$ cat config.mk
export PLATFORM = sky130hd
export DESIGN_NAME = vram_write_scheduler
export DESIGN_NICKNAME = d
export VERILOG_FILES = /design/src/rtl/vram_pkg.sv /design/src/rtl/sync_fifo.sv /design/src/rtl/vram_write_scheduler.sv
export SDC_FILE = /design/constraint.sdc
export NUM_CORES = 1
export LEC_CHECK = 0
export ABC_CLOCK_PERIOD_IN_PS = 12050
export CAP_MARGIN = 25
export CORE_ASPECT_RATIO = 1.25
export CORE_MARGIN = 2
export CORE_UTILIZATION = 60
export DETAILED_ROUTE_END_ITERATION = 10
export PLACE_DENSITY = 0.79
export SKIP_CTS_REPAIR_TIMING = 1
export SYNTH_ARGS = -nofsm -noshare
export SYNTH_HDL_FRONTEND = slang
export SYNTH_SLANG_ARGS = --single-unit
$ cat constraint.sdc
create_clock -name clk -period 12.05 [get_ports clk]
set_input_delay 2.41 -clock clk [delete_from_list [all_inputs] [get_ports clk]]
set_output_delay 2.41 -clock clk [all_outputs]
set_load 0.02 [all_outputs]
$ cat src/rtl/vram_pkg.sv
// ---------------------------------------------------------------------------
// vram_pkg
// Shared types and constants for the VRAM write scheduler:
//   mem_sel_e      - target graphics memory, bit position in render_req/mem_we
//   *_SIZE         - number of valid word offsets in each memory region
//   fifo_entry_t   - decoded host write as stored in the write FIFO
//   head_state_e   - status of the FIFO head (empty / issuing / stalled)
//   region_offset_ok() - true when an offset is inside the selected region
// ---------------------------------------------------------------------------
package vram_pkg;

    typedef enum logic [2:0] {
        TILE_BUF   = 3'd0,
        TILE_GFX   = 3'd1,
        SPRITE_GFX = 3'd2,
        PALETTE    = 3'd3,
        OAM        = 3'd4
    } mem_sel_e;

    localparam int unsigned TILE_BUF_SIZE   = 300;
    localparam int unsigned TILE_GFX_SIZE   = 2048;
    localparam int unsigned SPRITE_GFX_SIZE = 2048;
    localparam int unsigned PALETTE_SIZE    = 8;
    localparam int unsigned OAM_SIZE        = 256;

    typedef struct packed {
        mem_sel_e    sel;
        logic [10:0] offset;
        logic [31:0] data;
    } fifo_entry_t;

    localparam int ENTRY_W = $bits(fifo_entry_t);

    typedef enum logic [1:0] {
        ST_EMPTY = 2'd0,
        ST_ISSUE = 2'd1,
        ST_STALL = 2'd2
    } head_state_e;

    // Regions 5..7 never match. Offsets are widened to 32 bits so that the
    // 2048-entry limits compare correctly against an 11-bit offset.
    function automatic logic region_offset_ok(input logic [2:0] region,
                                              input logic [10:0] offset);
        logic ok;
        ok = 1'b0;
        case (region)
            3'd0:    ok = 32'(offset) < TILE_BUF_SIZE;
            3'd1:    ok = 32'(offset) < TILE_GFX_SIZE;
            3'd2:    ok = 32'(offset) < SPRITE_GFX_SIZE;
            3'd3:    ok = 32'(offset) < PALETTE_SIZE;
            3'd4:    ok = 32'(offset) < OAM_SIZE;
            default: ok = 1'b0;
        endcase
        return ok;
    endfunction

endpackage

$ cat src/rtl/sync_fifo.sv
// ---------------------------------------------------------------------------
// sync_fifo
// Single-clock FIFO with a combinational head view so that a freshly pushed
// entry is visible at the head on the following cycle.
// Ports:
//   clk, reset (sync, active-low)
//   push, push_data  - enqueue (caller guarantees not full)
//   pop              - dequeue the head (caller guarantees not empty)
//   head_data        - current head entry
//   level            - occupancy, 0..DEPTH
// ---------------------------------------------------------------------------
module sync_fifo #(
    parameter int WIDTH = 8,
    parameter int DEPTH = 16,
    localparam int PW   = $clog2(DEPTH),
    localparam int LW   = PW + 1
) (
    input  logic             clk,
    input  logic             reset,
    input  logic             push,
    input  logic [WIDTH-1:0] push_data,
    input  logic             pop,
    output logic [WIDTH-1:0] head_data,
    output logic [LW-1:0]    level
);

    logic [WIDTH-1:0] r_mem [DEPTH];
    logic [PW-1:0]    r_wr_ptr;
    logic [PW-1:0]    r_rd_ptr;
    logic [LW-1:0]    r_level;

    // Storage carries no reset; stale contents are unreachable once the
    // pointers and level are cleared.
    always_ff @(posedge clk) begin
        if (push) begin
            r_mem[r_wr_ptr] <= push_data;
        end
    end

    // DEPTH is a power of two, so the pointers wrap naturally.
    always_ff @(posedge clk) begin
        if (!reset) begin
            r_wr_ptr <= '0;
            r_rd_ptr <= '0;
            r_level  <= '0;
        end else begin
            if (push) r_wr_ptr <= r_wr_ptr + 1'b1;
            if (pop)  r_rd_ptr <= r_rd_ptr + 1'b1;
            case ({push, pop})
                2'b10:   r_level <= r_level + 1'b1;
                2'b01:   r_level <= r_level - 1'b1;
                default: r_level <= r_level;
            endcase
        end
    end

    assign head_data = r_mem[r_rd_ptr];
    assign level     = r_level;

endmodule

$ cat src/rtl/vram_write_scheduler.sv
// ---------------------------------------------------------------------------
// vram_write_scheduler
// Buffers host writes to the graphics memories and commits them in order,
// one per cycle, whenever the renderer has not reserved the target memory.
// Palette and OAM commits additionally wait for vertical blank.
// Ports:
//   clk, reset (sync, active-low)
//   host_write/host_addr/host_writedata/host_waitrequest - host slave side
//   render_req[4:0] - per-memory reservation for the next cycle
//   vblank          - vertical blank window
//   mem_we[4:0], wr_addr, wr_data - registered one-hot write bus
//   fifo_level      - queued entries
//   drop_count      - saturating count of rejected (invalid) writes
// ---------------------------------------------------------------------------
import vram_pkg::*;

module vram_write_scheduler #(
    parameter int DEPTH = 16,
    parameter int AW    = 14
) (
    input  logic                   clk,
    input  logic                   reset,
    input  logic                   host_write,
    input  logic [AW-1:0]          host_addr,
    input  logic [31:0]            host_writedata,
    output logic                   host_waitrequest,
    input  logic [4:0]             render_req,
    input  logic                   vblank,
    output logic [4:0]             mem_we,
    output logic [10:0]            wr_addr,
    output logic [31:0]            wr_data,
    output logic [$clog2(DEPTH):0] fifo_level,
    output logic [7:0]             drop_count
);

    localparam int LW = $clog2(DEPTH) + 1;

    logic [2:0]         w_region;
    logic [10:0]        w_offset;
    logic               w_accept;
    logic               w_addr_ok;
    logic               w_push;
    logic               w_drop;
    fifo_entry_t        w_push_entry;
    logic [ENTRY_W-1:0] w_head_bits;
    fifo_entry_t        w_head;
    logic [LW-1:0]      w_level;
    logic [LW-1:0]      w_level_next;
    logic               w_head_valid;
    logic               w_needs_vblank;
    logic               w_eligible;
    logic               w_pop;

    head_state_e        r_state;
    logic [4:0]         r_mem_we;
    logic [10:0]        r_wr_addr;
    logic [31:0]        r_wr_data;
    logic               r_full;
    logic [7:0]         r_drop_count;

    // Decode at enqueue; invalid writes finish the handshake but are dropped.
    assign w_region     = host_addr[13:11];
    assign w_offset     = host_addr[10:0];
    assign w_accept     = host_write && !r_full;
    assign w_addr_ok    = region_offset_ok(w_region, w_offset);
    assign w_push       = w_accept && w_addr_ok;
    assign w_drop       = w_accept && !w_addr_ok;
    assign w_push_entry = '{sel: mem_sel_e'(w_region), offset: w_offset, data: host_writedata};

    sync_fifo #(
        .WIDTH (ENTRY_W),
        .DEPTH (DEPTH)
    ) u_fifo (
        .clk       (clk),
        .reset     (reset),
        .push      (w_push),
        .push_data (w_push_entry),
        .pop       (w_pop),
        .head_data (w_head_bits),
        .level     (w_level)
    );

    assign w_head = w_head_bits;

    // r_state tracks head presence; it is EMPTY exactly when the level is 0.
    assign w_head_valid   = (r_state != ST_EMPTY);
    assign w_needs_vblank = (w_head.sel == PALETTE) || (w_head.sel == OAM);
    assign w_eligible     = !render_req[w_head.sel] && (!w_needs_vblank || vblank);
    assign w_pop          = w_head_valid && w_eligible;

    assign w_level_next = w_level + {{(LW-1){1'b0}}, w_push} - {{(LW-1){1'b0}}, w_pop};

    always_ff @(posedge clk) begin
        if (!reset) begin
            r_state      <= ST_EMPTY;
            r_mem_we     <= '0;
            r_wr_addr    <= '0;
            r_wr_data    <= '0;
            r_full       <= 1'b0;
            r_drop_count <= '0;
        end else begin
            // A new head is presumed issuable; the next cycle's eligibility
            // moves it between ISSUE and STALL.
            case (r_state)
                ST_EMPTY: begin
                    if (w_level_next != '0) r_state <= ST_ISSUE;
                end
                ST_ISSUE, ST_STALL: begin
                    if (w_level_next == '0) r_state <= ST_EMPTY;
                    else if (w_pop)         r_state <= ST_ISSUE;
                    else                    r_state <= ST_STALL;
                end
                default: r_state <= ST_EMPTY;
            endcase

            r_mem_we <= w_pop ? (5'b00001 << w_head.sel) : 5'b00000;
            if (w_pop) begin
                r_wr_addr <= w_head.offset;
                r_wr_data <= w_head.data;
            end

            // Full is derived from the post-edge level only, so a pop while
            // full still leaves the host waiting this cycle.
            r_full <= (w_level_next == LW'(DEPTH));

            if (w_drop && (r_drop_count != 8'hFF)) begin
                r_drop_count <= r_drop_count + 8'd1;
            end
        end
    end

    assign host_waitrequest = r_full;
    assign mem_we           = r_mem_we;
    assign wr_addr          = r_wr_addr;
    assign wr_data          = r_wr_data;
    assign fifo_level       = w_level;
    assign drop_count       = r_drop_count;

endmodule
### Word level (Yosys, flattened, before mapping)

Memories as Yosys holds them, arrays and structs flattened. A register that Yosys moved wholly into a read port is not among the register bits.
Cells that the tools add are included.

* bits in writable memories: 736
* bits in latches: 0
* word-level logic and storage cells: 68
* memories: 1
* register bits: 72
* ROM bits: 0
* input port bits: 55

Memory list
* u_fifo.r_mem: words 16, bits a word 46, read ports 1, clocked after memory_dff 1, write ports 1, RTL line sync_fifo.sv:27 `logic [WIDTH-1:0] r_mem [DEPTH];`

* equality and inequality tests: 13
* $lt $le $gt $ge: 4
* $add $sub $neg: 7
* reduce and logical (&&, ||, !) cells: 21
* shifts and indexed selects: 1
* $mul: 0
* multiplexer cells: 12
* bitwise gates (word level): 0
* div/mod/pow operators: 0

Operator list (number)
* $lt A11 B9 Y1 const B: 2
* $lt A11 B4 Y1 const B: 1
* $pmux W5 S2: 1
* $eq A3 B2 Y1 const B: 3
* $add A4 B1 Y4 const B: 2
* $add A8 B1 Y8 const B: 1
* $mux W4: 2
* $ne A8 B8 Y1 const B: 1
* $eq A3 B3 Y1 const B: 2
* $logic_and A1 B1 Y1: 6
* $mux W2: 3
* $add A5 B1 Y5: 1
* $add A5 B1 Y5 const B: 1
* $eq A5 B5 Y1 const B: 1
* $logic_not A5 Y1: 1
* $reduce_bool A5 Y1: 1
* $shl A1 B3 Y5 const A: 1
* $sub A5 B1 Y5: 1
* $sub A5 B1 Y5 const B: 1
* $eq A2 B1 Y1 const B: 2
* $eq A2 B2 Y1 const B: 2
* $logic_not A1 Y1: 4
* $lt A3 B4 Y1 const B: 1
* $pmux W1 S4: 1
* 11 further kinds: 16

### Depth between registers and ports, before layout

Gate-level depths: netlist of the first run.

* depth in word-level cells: 10
* depth in mapped cells: 19
* mapped depth without buffers: 16

### Hierarchy

Synthesis of the first run repeated with hierarchy kept, for this count alone.

* cell total of the unflattened synthesis: 1502
* area, all modules: 31219.9 um2

Modules (own cells, without submodules)
* sync_fifo: area each 28416.0 um2, cells an instance 1226, times used 1, sequential area each 22441.5 um2
* vram_write_scheduler: area each 2803.9 um2, cells an instance 276, times used 1, sequential area each 1181.1 um2

### Worst setup path before layout of the first run

OpenSTA, ideal clock, no wires.

* path kind: in2reg
* start point: input host_addr[8]
* end point: memory u_fifo.r_mem[3][0] (netlist name), enable pin
* data required time: 11.486 ns
* path slack: 3.385 ns
* data arrival time: 8.101 ns
* stages: 8
* path buffers: 2
* library setup time: 0.564 ns
* cells stage by stage: nor4_1 -> a21oi_1 -> nor2_1 -> a2bb2oi_1 -> clkbuf_1 -> nand2_1 -> clkbuf_1 -> nor4_1

* cells in the longest elaborated chain, start to end: 5
* elaborated cells on any way between the ends: 7

RTL lines
* start: declaration: RTL line vram_write_scheduler.sv:24 `input logic [AW-1:0] host_addr,`
* $lt A11 B9 Y1, or another cell as far along: RTL line vram_pkg.sv:51 `3'd4: ok = 32'(offset) < OAM_SIZE;`
* $pmux W1 S4 (*): RTL line vram_pkg.sv:46 `case (region)`
* $logic_and A1 B1 Y1 (*): RTL line vram_write_scheduler.sv:66 `assign w_push = w_accept && w_addr_ok;`
* $mux W1 (*): RTL line sync_fifo.sv:35 `if (push) begin`
* $mux W1 (implied by the code) (*): RTL line sync_fifo.sv:36 `r_mem[r_wr_ptr] <= push_data;`
* end: declaration: RTL line sync_fifo.sv:27

Mark *: on every way between the ends. The rest lies on a longest branch, timed or not.

### Worst setup path in the final report of the first run

* start point: input host_addr[7]
* end point: register r_state[1]

* cells in the longest elaborated chain, start to end: 8
* elaborated cells on any way between the ends: 12

RTL lines
* $lt A11 B9 Y1, or another cell as far along: RTL line vram_pkg.sv:51
* $pmux W1 S4 (*): RTL line vram_pkg.sv:46
* $logic_and A1 B1 Y1 (*): RTL line vram_write_scheduler.sv:66
* $add A5 B1 Y5 (*): RTL line vram_write_scheduler.sv:91 `assign w_level_next = w_level + {{(LW-1){1'b0}}, w_push} - {{(LW-1){1'b0}}, w_pop};`
* $sub A5 B1 Y5 (*): RTL line vram_write_scheduler.sv:91
* $logic_not A5 Y1: RTL line vram_write_scheduler.sv:109 `if (w_level_next == '0) r_state <= ST_EMPTY;`
* $mux W2: RTL line vram_write_scheduler.sv:109
* $pmux W2 S2: RTL line vram_write_scheduler.sv:104 `case (r_state)`
* end signal: assignment: RTL line vram_write_scheduler.sv:106 `if (w_level_next != '0) r_state <= ST_ISSUE;`
* end signal: assignment: RTL line vram_write_scheduler.sv:109
* end signal: assignment: RTL line vram_write_scheduler.sv:110 `else if (w_pop) r_state <= ST_ISSUE;`
* end: declaration: RTL line vram_write_scheduler.sv:54 `head_state_e r_state;`

Marked as above.
A chain may end at the register's enable or synchronous reset.

==> results of run 1 <==
-- worst max-delay path, stage by stage --
cell and delay [ns]:
clkdlybuf4s50_1 0.76, nor2_1 0.31, a21boi_0 0.25, o21ai_0 0.14, a2bb2oi_1 0.74, nand2_1 0.71
ha_1 0.64, inv_1 0.13, ha_1 0.24, fa_1 0.44, a21o_1 0.17, a21oi_1 0.18
xnor2_1 0.11, nor2b_1 0.37, mux2i_1 0.17, a2111oi_2 0.35
-- power by group --
| part | total, mW | internal [mW] | switching (mW) | leakage [nW] |
|---|---|---|---|---|
| clock network | 2.32 | 1.31 | 1.01 | 1.18 |
| logic | 1.58 | 0.766 | 0.815 | 2.49 |
| registers | 3.25 | 3.16 | 0.0957 | 7.24 |
| total | 7.15 | 5.23 | 1.92 | 10.9 |
-- metal layers --
layer / track usage / vias up
met5: 0 / -
met4: 0.09338 / 2
met3: 0.04266 / 135
met2: 0.4336 / 955
met1: 0.3640 / 8237
li1: - / 6356
-- path summary, 6_finish.rpt --
| check | cells after the start | start | slack (ns) | to |
|---|---|---|---|---|
| max reg2reg | 17 | flop | 6.20 | r_state[1] |
| min reg2reg | 2 | wr_addr[3] | 0.47 | wr_addr[3] |
| min | 2 | wr_addr[3] | 0.47 | wr_addr[3] |
| max | 16 | host_addr[7] | 4.43 | r_state[1] |
-- cells by family after synthesis --
kind of cell	Yosys count
flip-flops	812
multiplexers	239
AND/OR/NAND/NOR	152
AO/OA/AOI/OAI	121
buffers and inverters	102
adder cells (fa/ha/maj)	18
XOR/XNOR	16
-- Yosys cell counts (3+ instances only) --
library cell and n:
clkbuf_1 43, buf_2 26, mux4_2 227, xnor2_1 14, a21oi_1 57, o21ai_0 44, and3_1 5, edfxtp_1 736
nor3b_1 3, a21o_1 5, nor4_1 16, inv_1 18, nor3_1 3, buf_4 5, o21ai_1 3, mux2i_1 11
nand3_1 54, dfxtp_1 76, nor2_1 26, buf_1 6, nand2_1 23, ha_1 16, nand2b_1 5, nand4_1 4
nor2b_1 7
-- registers in the layout, indices dropped and copies added, names as in the netlist, named ones only --
register / count
wr_data: 32
r_state: 2
u_fifo.r_mem: 736
mem_we: 5
wr_addr: 11
u_fifo.r_rd_ptr: 4
u_fifo.r_wr_ptr: 4
u_fifo.level: 5
host_waitrequest: 1
drop_count: 8
-- final cells by class --
cell class,instances,area share
repair buffers,149,0.04107
clock inverters,30,0.006048
clock buffers,107,0.06133
inverters,21,0.002215
flip-flops and latches,812,0.6643
multi-input cells,546,0.2016
well taps,665,0.02338
diodes,2,0.0001407
-- through the flow --
step                total power, mW  hold WS [ns]    util  std cells  instance area [um^2]
floorplan                     4.402        0.4546       -       1460                 31110
global placement              4.831        0.4602  0.6440       2191                 33120
detailed placement            4.867        0.4673  0.6446       2192                 33150
CTS                           7.167        0.4757  0.6912       2329                 35550
global route                  7.389        0.4949  0.6917       2330                 35580
finish                        7.149        0.4740  0.6918       2332                 35580
==> out/results.ini, run 1 <==
[final_layout]
final_common_cell = edfxtp_1
fill_cells = 3035
nNetsFinal = 1677
multi_input_comb_area_um2 = 7172
area_delta_synth_final_pct = 14.36
seq_area_um2 = 23640
final_cell_mix = edfxtp_1, mux4_2, clkdlybuf4s50_1
layout-drive-gt1-share = 0.2426

[die]
fp.dieArea_um2 = 53700
core-area_um2 = 51430
initial_core_util = 0.6049
row_count = 93
die_x_um = 207.7
dieHeight_um = 258.6
ios = 117

[synth]
yosys-top-cells-area = edfxtp_1, mux4_2, dfxtp_1, a21oi_1, nand3_1
avgSynthCellArea_um2 = 21.31
synthXorXnorAreaFrac = 0.004504
synth_flop_cell = edfxtp_1
synth_area_um2 = 31110
synth_edf_count = 736
synthSimpleGateAreaFrac = 0.02457
synthArstFlopShare = 0
synth.area.mux_share = 0.1682
ys_ff_latch = 812
ys_seq_area_frac = 0.7593
synth_top_family_by_area = multiplexers
synth_top_area_frac = 0.7104
synth_fa_ha_area_frac = 0.007721
yosysWarnings = 0
synthesis.nets = 1533
synth-compound-area-share = 0.02152
synth.distinct_cells = 47
yosys.area.top_type = edfxtp_1
synth_cells = 1460

[routing]
met2WireLength_mm = 36.42
wl_per_cell_um = 30.13
ant_nets = 0
routed_wl_mm = 70.26
wl_met1_mm = 26.23
met3_length_mm = 5.898
drtIter0Drc = 1881
vias_per_cell = 6.726
top_layer_used = met5
dr.pass1.iters = 6
drc_errors = 0
vias = 15685

[global_routing]
grt_use_total = 0.2626
grt_antenna_before_repair = 1
grt_overflow_total = 0
grt_pass1_vias = 16175
grt_pass1_wl_mm = 103.2
grt_max_degree = 109

[timing]
tightestPinTransition_ns = 1.090
setup_tns_ns = 0
hold_viol = 0
grt_setup_unrepaired = no
skew_ns = 0.02321
max_clock_freq_ghz = 0.1312
period_share = 0.6327
finalSetupViolCount = 0
slew_headroom = 0.2734
setup_ws_ns = 4.426
layout_min_cycle_time_ns = 7.624
slew_violations = 0

[placed_design]
io_buffers = 116
place.gp.congestion = 0.7937
dp_hpwl_mm = 32.72
pre_cts_slack_ns = 3.886

[setup_path]
cp_max_fo = 17
critPathKind = input port to flop
critical_path_arrival_ns = 8.14
crit_required_ns = 12.56
crit_path_end_kind = flop
cp-start-kind = input port

[cts]
cts.path.max_buffers = 3
numCtsBuffers = 74
htreeDepth = 3
clkLatencyLatePin_ns = 0.62
cts_tree = yes
cts_root_buffer = clkbuf_16
cts_sinks = 812
clk_pin_slew_ns = 0.06

[worst_hold_path]
hp-class = flop to flop

[pwr]
power_leakage_nw = 10.91
peakVddDrop_mv = 0.1739
powerDensity_nw_per_um2 = 200.9

[outcome]
run_status = complete, no violations

[run]
maxCapViolations = 0

(Power assumes the default switching activity.)
==> inputs of run 2 (changes only) <==
ABC_CLOCK_PERIOD_IN_PS = 6650   (was 12050)
CORE_UTILIZATION = 55   (was 60)
PLACE_DENSITY = 0.76   (was 0.79)
clock period = 6.65 ns   (was 12.05 ns; I/O delays follow)
==> run 2 against run 1 <==
Hold slack got worse by 0.00060 ns. Setup slack worse by 3.2 ns. Die area is 8.9% higher. Clock power is 81% higher. Global-route usage is 1.7 points lower. Cell count increased by 4.2%. Total power grew 81%. Wire length about the same. First-iteration DRC count decreased by 12%. Flip-flop and latch count is the same. Largest power group unchanged. Combinational power up 83%. Clock skew increased by 0.0021 ns.
==> out/results.ini, run 2 (synthesis gave the netlist of run 1 again) <==
[outcome]
run_status = complete, no violations

[final_layout]
final_cell_mix = edfxtp_1, mux4_2, clkdlybuf4s50_1
top_register = u_fifo.r_mem
area_delta_synth_final_pct = 15.07
final_common_cell = edfxtp_1
final_util = 0.6399
nNetsFinal = 1698
layout-drive-gt1-share = 0.2451
largest_register_ffs = 736

[setup_path]
cp_cell_sequence = clkdlybuf4s50_1 -> nor3_1 -> nand3_1 -> a21oi_1 -> a2bb2oi_1 -> buf_4 -> nand2_1 -> ha_1 -> inv_1 -> ha_1 -> fa_1 -> xor2_1 -> nor4_1 -> nor2b_1 -> mux2i_1 -> a2111oi_2
critPathKind = input port to flop
reg2regPathDepth = 14
cp-start-kind = input port
cp.depth = 16
startpoint = host_addr[5]
critical_path_arrival_ns = 5.94
cp-endpoint = r_state[1]
critPathSlowestCell = clkdlybuf4s50_1
timing.critical_path.mode_cell = ha_1
crit_path_end_kind = flop
slowest_delay_ns = 0.73
path_buf_inv = 3
cp_top_family = simple AND/OR/NAND/NOR gates
crit_required_ns = 7.17
ff2ff_setup_slack_ns = 1.33
cp_max_fo = 18
timing.rr.end = r_state[1]

[pwr]
p_seq_frac = 0.454
pwr-share-comb = 0.223
netSwitchingPower_mw = 3.483
powerDensity_nw_per_um2 = 362.2
p_int_mw = 9.486
switching_share = 0.2685
power_mw = 12.97
p_clk_frac = 0.323
peakVddDrop_mv = 0.3110
power_leakage_nw = 10.99

[timing]
finalSetupViolCount = 0
period_share = 0.8148
slew_violations = 0
slew_headroom = 0.3567
max_clock_freq_ghz = 0.1846
skew_ns = 0.02528
setup_ws_ns = 1.232
setup_tns_ns = 0
timing.hold.ws_ns = 0.4734
tightestPinTransition_ns = 0.9650
layout_min_cycle_time_ns = 5.418
grt_setup_unrepaired = no
hold_viol = 0

[cts]
cts_tree = yes
cts_root_buffer = clkbuf_16
numCtsBuffers = 75
cts.path.max_buffers = 3
cts_sinks = 812
clk_pin_slew_ns = 0.06
clkLatencyLatePin_ns = 0.63
htreeDepth = 3

[routing]
wl_per_cell_um = 28.93
vias_per_cell = 6.385
drtIter0Drc = 1654
drc_errors = 0
ant_nets = 0
routed_wl_mm = 70.33
dr.pass1.iters = 5
vias = 15523

[global_routing]
grt_antenna_before_repair = 3
grt_pass1_wl_mm = 104.4
grt_pass1_vias = 16130
grt_max_degree = 68
grt_overflow_total = 0
grt_use_total = 0.2453

[die]
row_count = 97
dieHeight_um = 269.9
ios = 117
fp.dieArea_um2 = 58500
core-area_um2 = 55950
initial_core_util = 0.5561
die_x_um = 216.7

[placed_design]
place.gp.congestion = 0.7723
io_buffers = 116
dp_hpwl_mm = 36.17
pre_cts_slack_ns = 0.7170

[worst_hold_path]
hp-class = flop to flop

[run]
maxCapViolations = 0

run 2: cell types whose count changed in the layout (fill, tap and decap cells not counted), sizes merged:
cell	previous run	this run
bufinv	2	6
clkbuf	107	97
inv	22	25
buf	33	53
clkinv	23	29
diode	2	4
clkinvlp	4	1
run 2: worst register-to-register path, cell delays in order, from the launching register on:
cell,delay [ns]
dfxtp_4,0.76
mux4_2,0.60
mux2i_1,0.29
mux2i_1,0.23
mux2i_1,0.50
o211ai_4,0.17
nor2_2,0.26
ha_1,0.35
inv_1,0.17
ha_1,0.23
fa_1,0.42
nor4_1,0.35
nor2b_1,0.40
mux2i_1,0.16
a2111oi_2,0.34
run 2: layout make-up:
| type | count | area, um^2 |
|---|---|---|
| sequential | 812 | 23640 |
| fill | 3566 | 20150 |
| multi-input combinational | 546 | 7172 |
| clock buffer | 97 | 2001 |
| timing repair buffer | 169 | 1604 |
| tap | 742 | 928.4 |
| clock inverter | 40 | 371.6 |
| inverter | 21 | 78.83 |
| antenna | 4 | 10.01 |
run 2: worst min path at each step:
stage	from	endpoint	slack, ns	cells past startpoint
3_5_place_dp	wr_data[17]	wr_data[17]	0.47	2
2_1_floorplan	u_fifo.r_rd_ptr[3]	flop	0.45	2
3_3_place_gp	wr_addr[10]	wr_addr[10]	0.45	2
5_1_grt	wr_addr[7]	wr_addr[7]	0.49	2
4_1_cts	wr_data[17]	wr_data[17]	0.48	2
6_report	wr_addr[10]	wr_addr[10]	0.47	2
run 2: power groups by stage:
stage | logic [mW] | registers (mW) | clock network (mW)
finish | 2.89 | 5.88 | 4.19
global route | 3.10 | 5.91 | 4.43
CTS | 2.90 | 5.89 | 4.26
detailed placement | 2.87 | 5.99 | 0
global placement | 2.80 | 5.99 | 0
floorplan | 1.94 | 6.04 | 0
run 2: per-stage QoR:
stage / area [um^2] / cells
after floorplan: 31110 / 1460
after global placement: 33370 / 2288
after detailed placement: 33390 / 2289
after CTS: 35760 / 2426
after global routing: 35800 / 2429
final: 35800 / 2431
run 2: layer usage:
metal	up-vias	GRT usage	routed length (um)
met4	0	0.08706	1862
met5	-	0	0
met2	757	0.4223	37160
met3	115	0.03705	5211
li1	6393	-	-
met1	8258	0.3211	26090
==> inputs of run 3 (changes only) <==
ABC_CLOCK_PERIOD_IN_PS = 4660   (was 6650)
clock period = 4.66 ns   (was 6.65 ns; I/O delays follow)
==> run 3 against run 2 <==
Flip-flop and latch count is the same. Global-route usage grew 0.24 points. Total power grew 44%. Combinational power grew 49%. Wire length grew 1.4%. First-iteration DRC count grew 9.4%. Utilization grew 0.91 points. Cell count grew 0.49%. Setup slack lost 0.92 ns. Critical path depth is the same. Clock skew grew 0.00061 ns. Sequential share of layout area shrank 0.93 points. Critical path type is now flop to flop. Largest cell class unchanged. Largest power group unchanged. Highest routed layer is now met5.
==> out/results.ini, run 3 (synthesis gave the netlist of run 1 again) <==
[outcome]
run_status = complete, no violations

[worst_hold_path]
hp-class = flop to flop

[timing]
max_clock_freq_ghz = 0.2302
layout_min_cycle_time_ns = 4.345
tightestPinTransition_ns = 1.003
finalSetupViolCount = 0
slew_headroom = 0.3316
slew_violations = 0
skew_ns = 0.02590
hold_viol = 0
period_share = 0.9323
grt_setup_unrepaired = no

[final_layout]
top_register = u_fifo.r_mem
final_cell_mix = edfxtp_1, mux4_2, clkdlybuf4s50_1
final_util = 0.6490
final_common_cell = edfxtp_1
fill_cells = 3457
layout-drive-gt1-share = 0.2582
area_delta_synth_final_pct = 16.71
largest_register_ffs = 736
nNetsFinal = 1717
design_area_um2 = 36310
fin_cells = 2443

[cts]
clkLatencyLatePin_ns = 0.62
htreeDepth = 3
cts_sinks = 812
clk_pin_slew_ns = 0.06
cts_root_buffer = clkbuf_16
numCtsBuffers = 74
cts_tree = yes
cts.path.max_buffers = 3

[global_routing]
grt_antenna_before_repair = 5
grt_max_degree = 161
met3_usage = 0.04505
met1_usage = 0.3183
use_met2 = 0.4251
grt_use_total = 0.2477
grt_overflow_total = 0
grt_pass1_wl_mm = 104.6
grt_pass1_vias = 16217
busiest_layer = met2

[placed_design]
io_buffers = 116
placed_cells = 2308
place_area_um2 = 33860
dp_hpwl_mm = 35.90
place.gp.congestion = 0.7905

[routing]
vias = 15659
ant_nets = 0
drtIter0Drc = 1810
wl_per_cell_um = 29.20
drc_errors = 0
vias_per_cell = 6.410
dr.pass1.iters = 5
routed_wl_mm = 71.34

[setup_path]
cp-endpoint = r_state[1]
ff2ff_setup_slack_ns = 0.32
timing.rr.end = r_state[1]
critical_path_arrival_ns = 4.84
crit_required_ns = 5.15
cp-start-kind = flop
crit_path_end_kind = flop
cp_max_fo = 4
reg2regPathDepth = 16
critPathKind = flop to flop

[die]
row_count = 97
dieHeight_um = 269.9
core-area_um2 = 55950
fp.dieArea_um2 = 58500
initial_core_util = 0.5561
ios = 117
die_x_um = 216.7

[pwr]
peakVddDrop_mv = 0.3543
powerDensity_nw_per_um2 = 512.9
power_mw = 18.62
power_leakage_nw = 11.20

[run]
maxCapViolations = 0

==> run 3: area by class of cell <==
type | instances | area, um^2 | share of cell area
Sequential cell | 812 | 23640 | 0.6509
Multi-Input combinational cell | 546 | 7287 | 0.2007
Clock buffer | 101 | 2054 | 0.05658
Timing Repair Buffer | 189 | 2003 | 0.05517
Tap cell | 742 | 928.4 | 0.02557
Clock inverter | 31 | 320.3 | 0.008822
Inverter | 21 | 78.83 | 0.002171
Antenna cell | 1 | 2.502 | 0.00006892
==> run 3: through the flow <==
step	setup slack, ns	setup TNS (ns)	hold WS [ns]
6_report	0.3153	0	0.4764
5_1_grt	0.05282	0	0.4988
4_1_cts	0.09315	0	0.4761
3_5_place_dp	-0.1382	-0.1754	0.4674
3_3_place_gp	0.01011	0	0.4588
2_1_floorplan	-0.7316	-360.57	0.4546
==> run 3: power by group <==
group	leakage (nW)	switching, mW	internal (mW)	total [mW]
Sequential	7.24	0.171	8.16	8.33
Clock	1.17	2.56	3.43	5.99
Combinational	2.79	2.22	2.09	4.31
Total	11.2	4.95	13.7	18.6
==> run 3: per-layer routing <==
| metal | wire length (um) | vias to the layer above |
|---|---|---|
| met5 | 55 | - |
| met4 | 2035 | 8 |
| met3 | 5556 | 139 |
| met2 | 37010 | 790 |
| met1 | 26680 | 8290 |
| li1 | - | 6432 |
==> run 3: worst min-delay path by stage <==
stage / cells after the start / start / slack [ns] / end
2_1_floorplan: 2 / u_fifo.r_rd_ptr[3] / 0.45 / flop
3_3_place_gp: 2 / u_fifo.r_rd_ptr[3] / 0.46 / flop
3_5_place_dp: 2 / wr_data[9] / 0.47 / wr_data[9]
4_1_cts: 2 / wr_data[9] / 0.48 / wr_data[9]
5_1_grt: 2 / wr_addr[6] / 0.50 / wr_addr[6]
6_report: 2 / wr_data[9] / 0.48 / wr_data[9]
==> run 3: critical path, cell delays in order, from the launching register on <==
cell       delay, ns
dfxtp_4         0.39
mux4_2          0.50
mux2i_1         0.30
mux2_2          0.39
a211o_1         0.35
o211ai_4        0.10
nor2_2          0.06
ha_1            0.30
inv_1           0.06
ha_1            0.21
fa_1            0.43
a21o_1          0.17
a21oi_1         0.18
xnor2_1         0.21
nor2b_4         0.09
mux2i_1         0.14
a2111oi_2       0.35
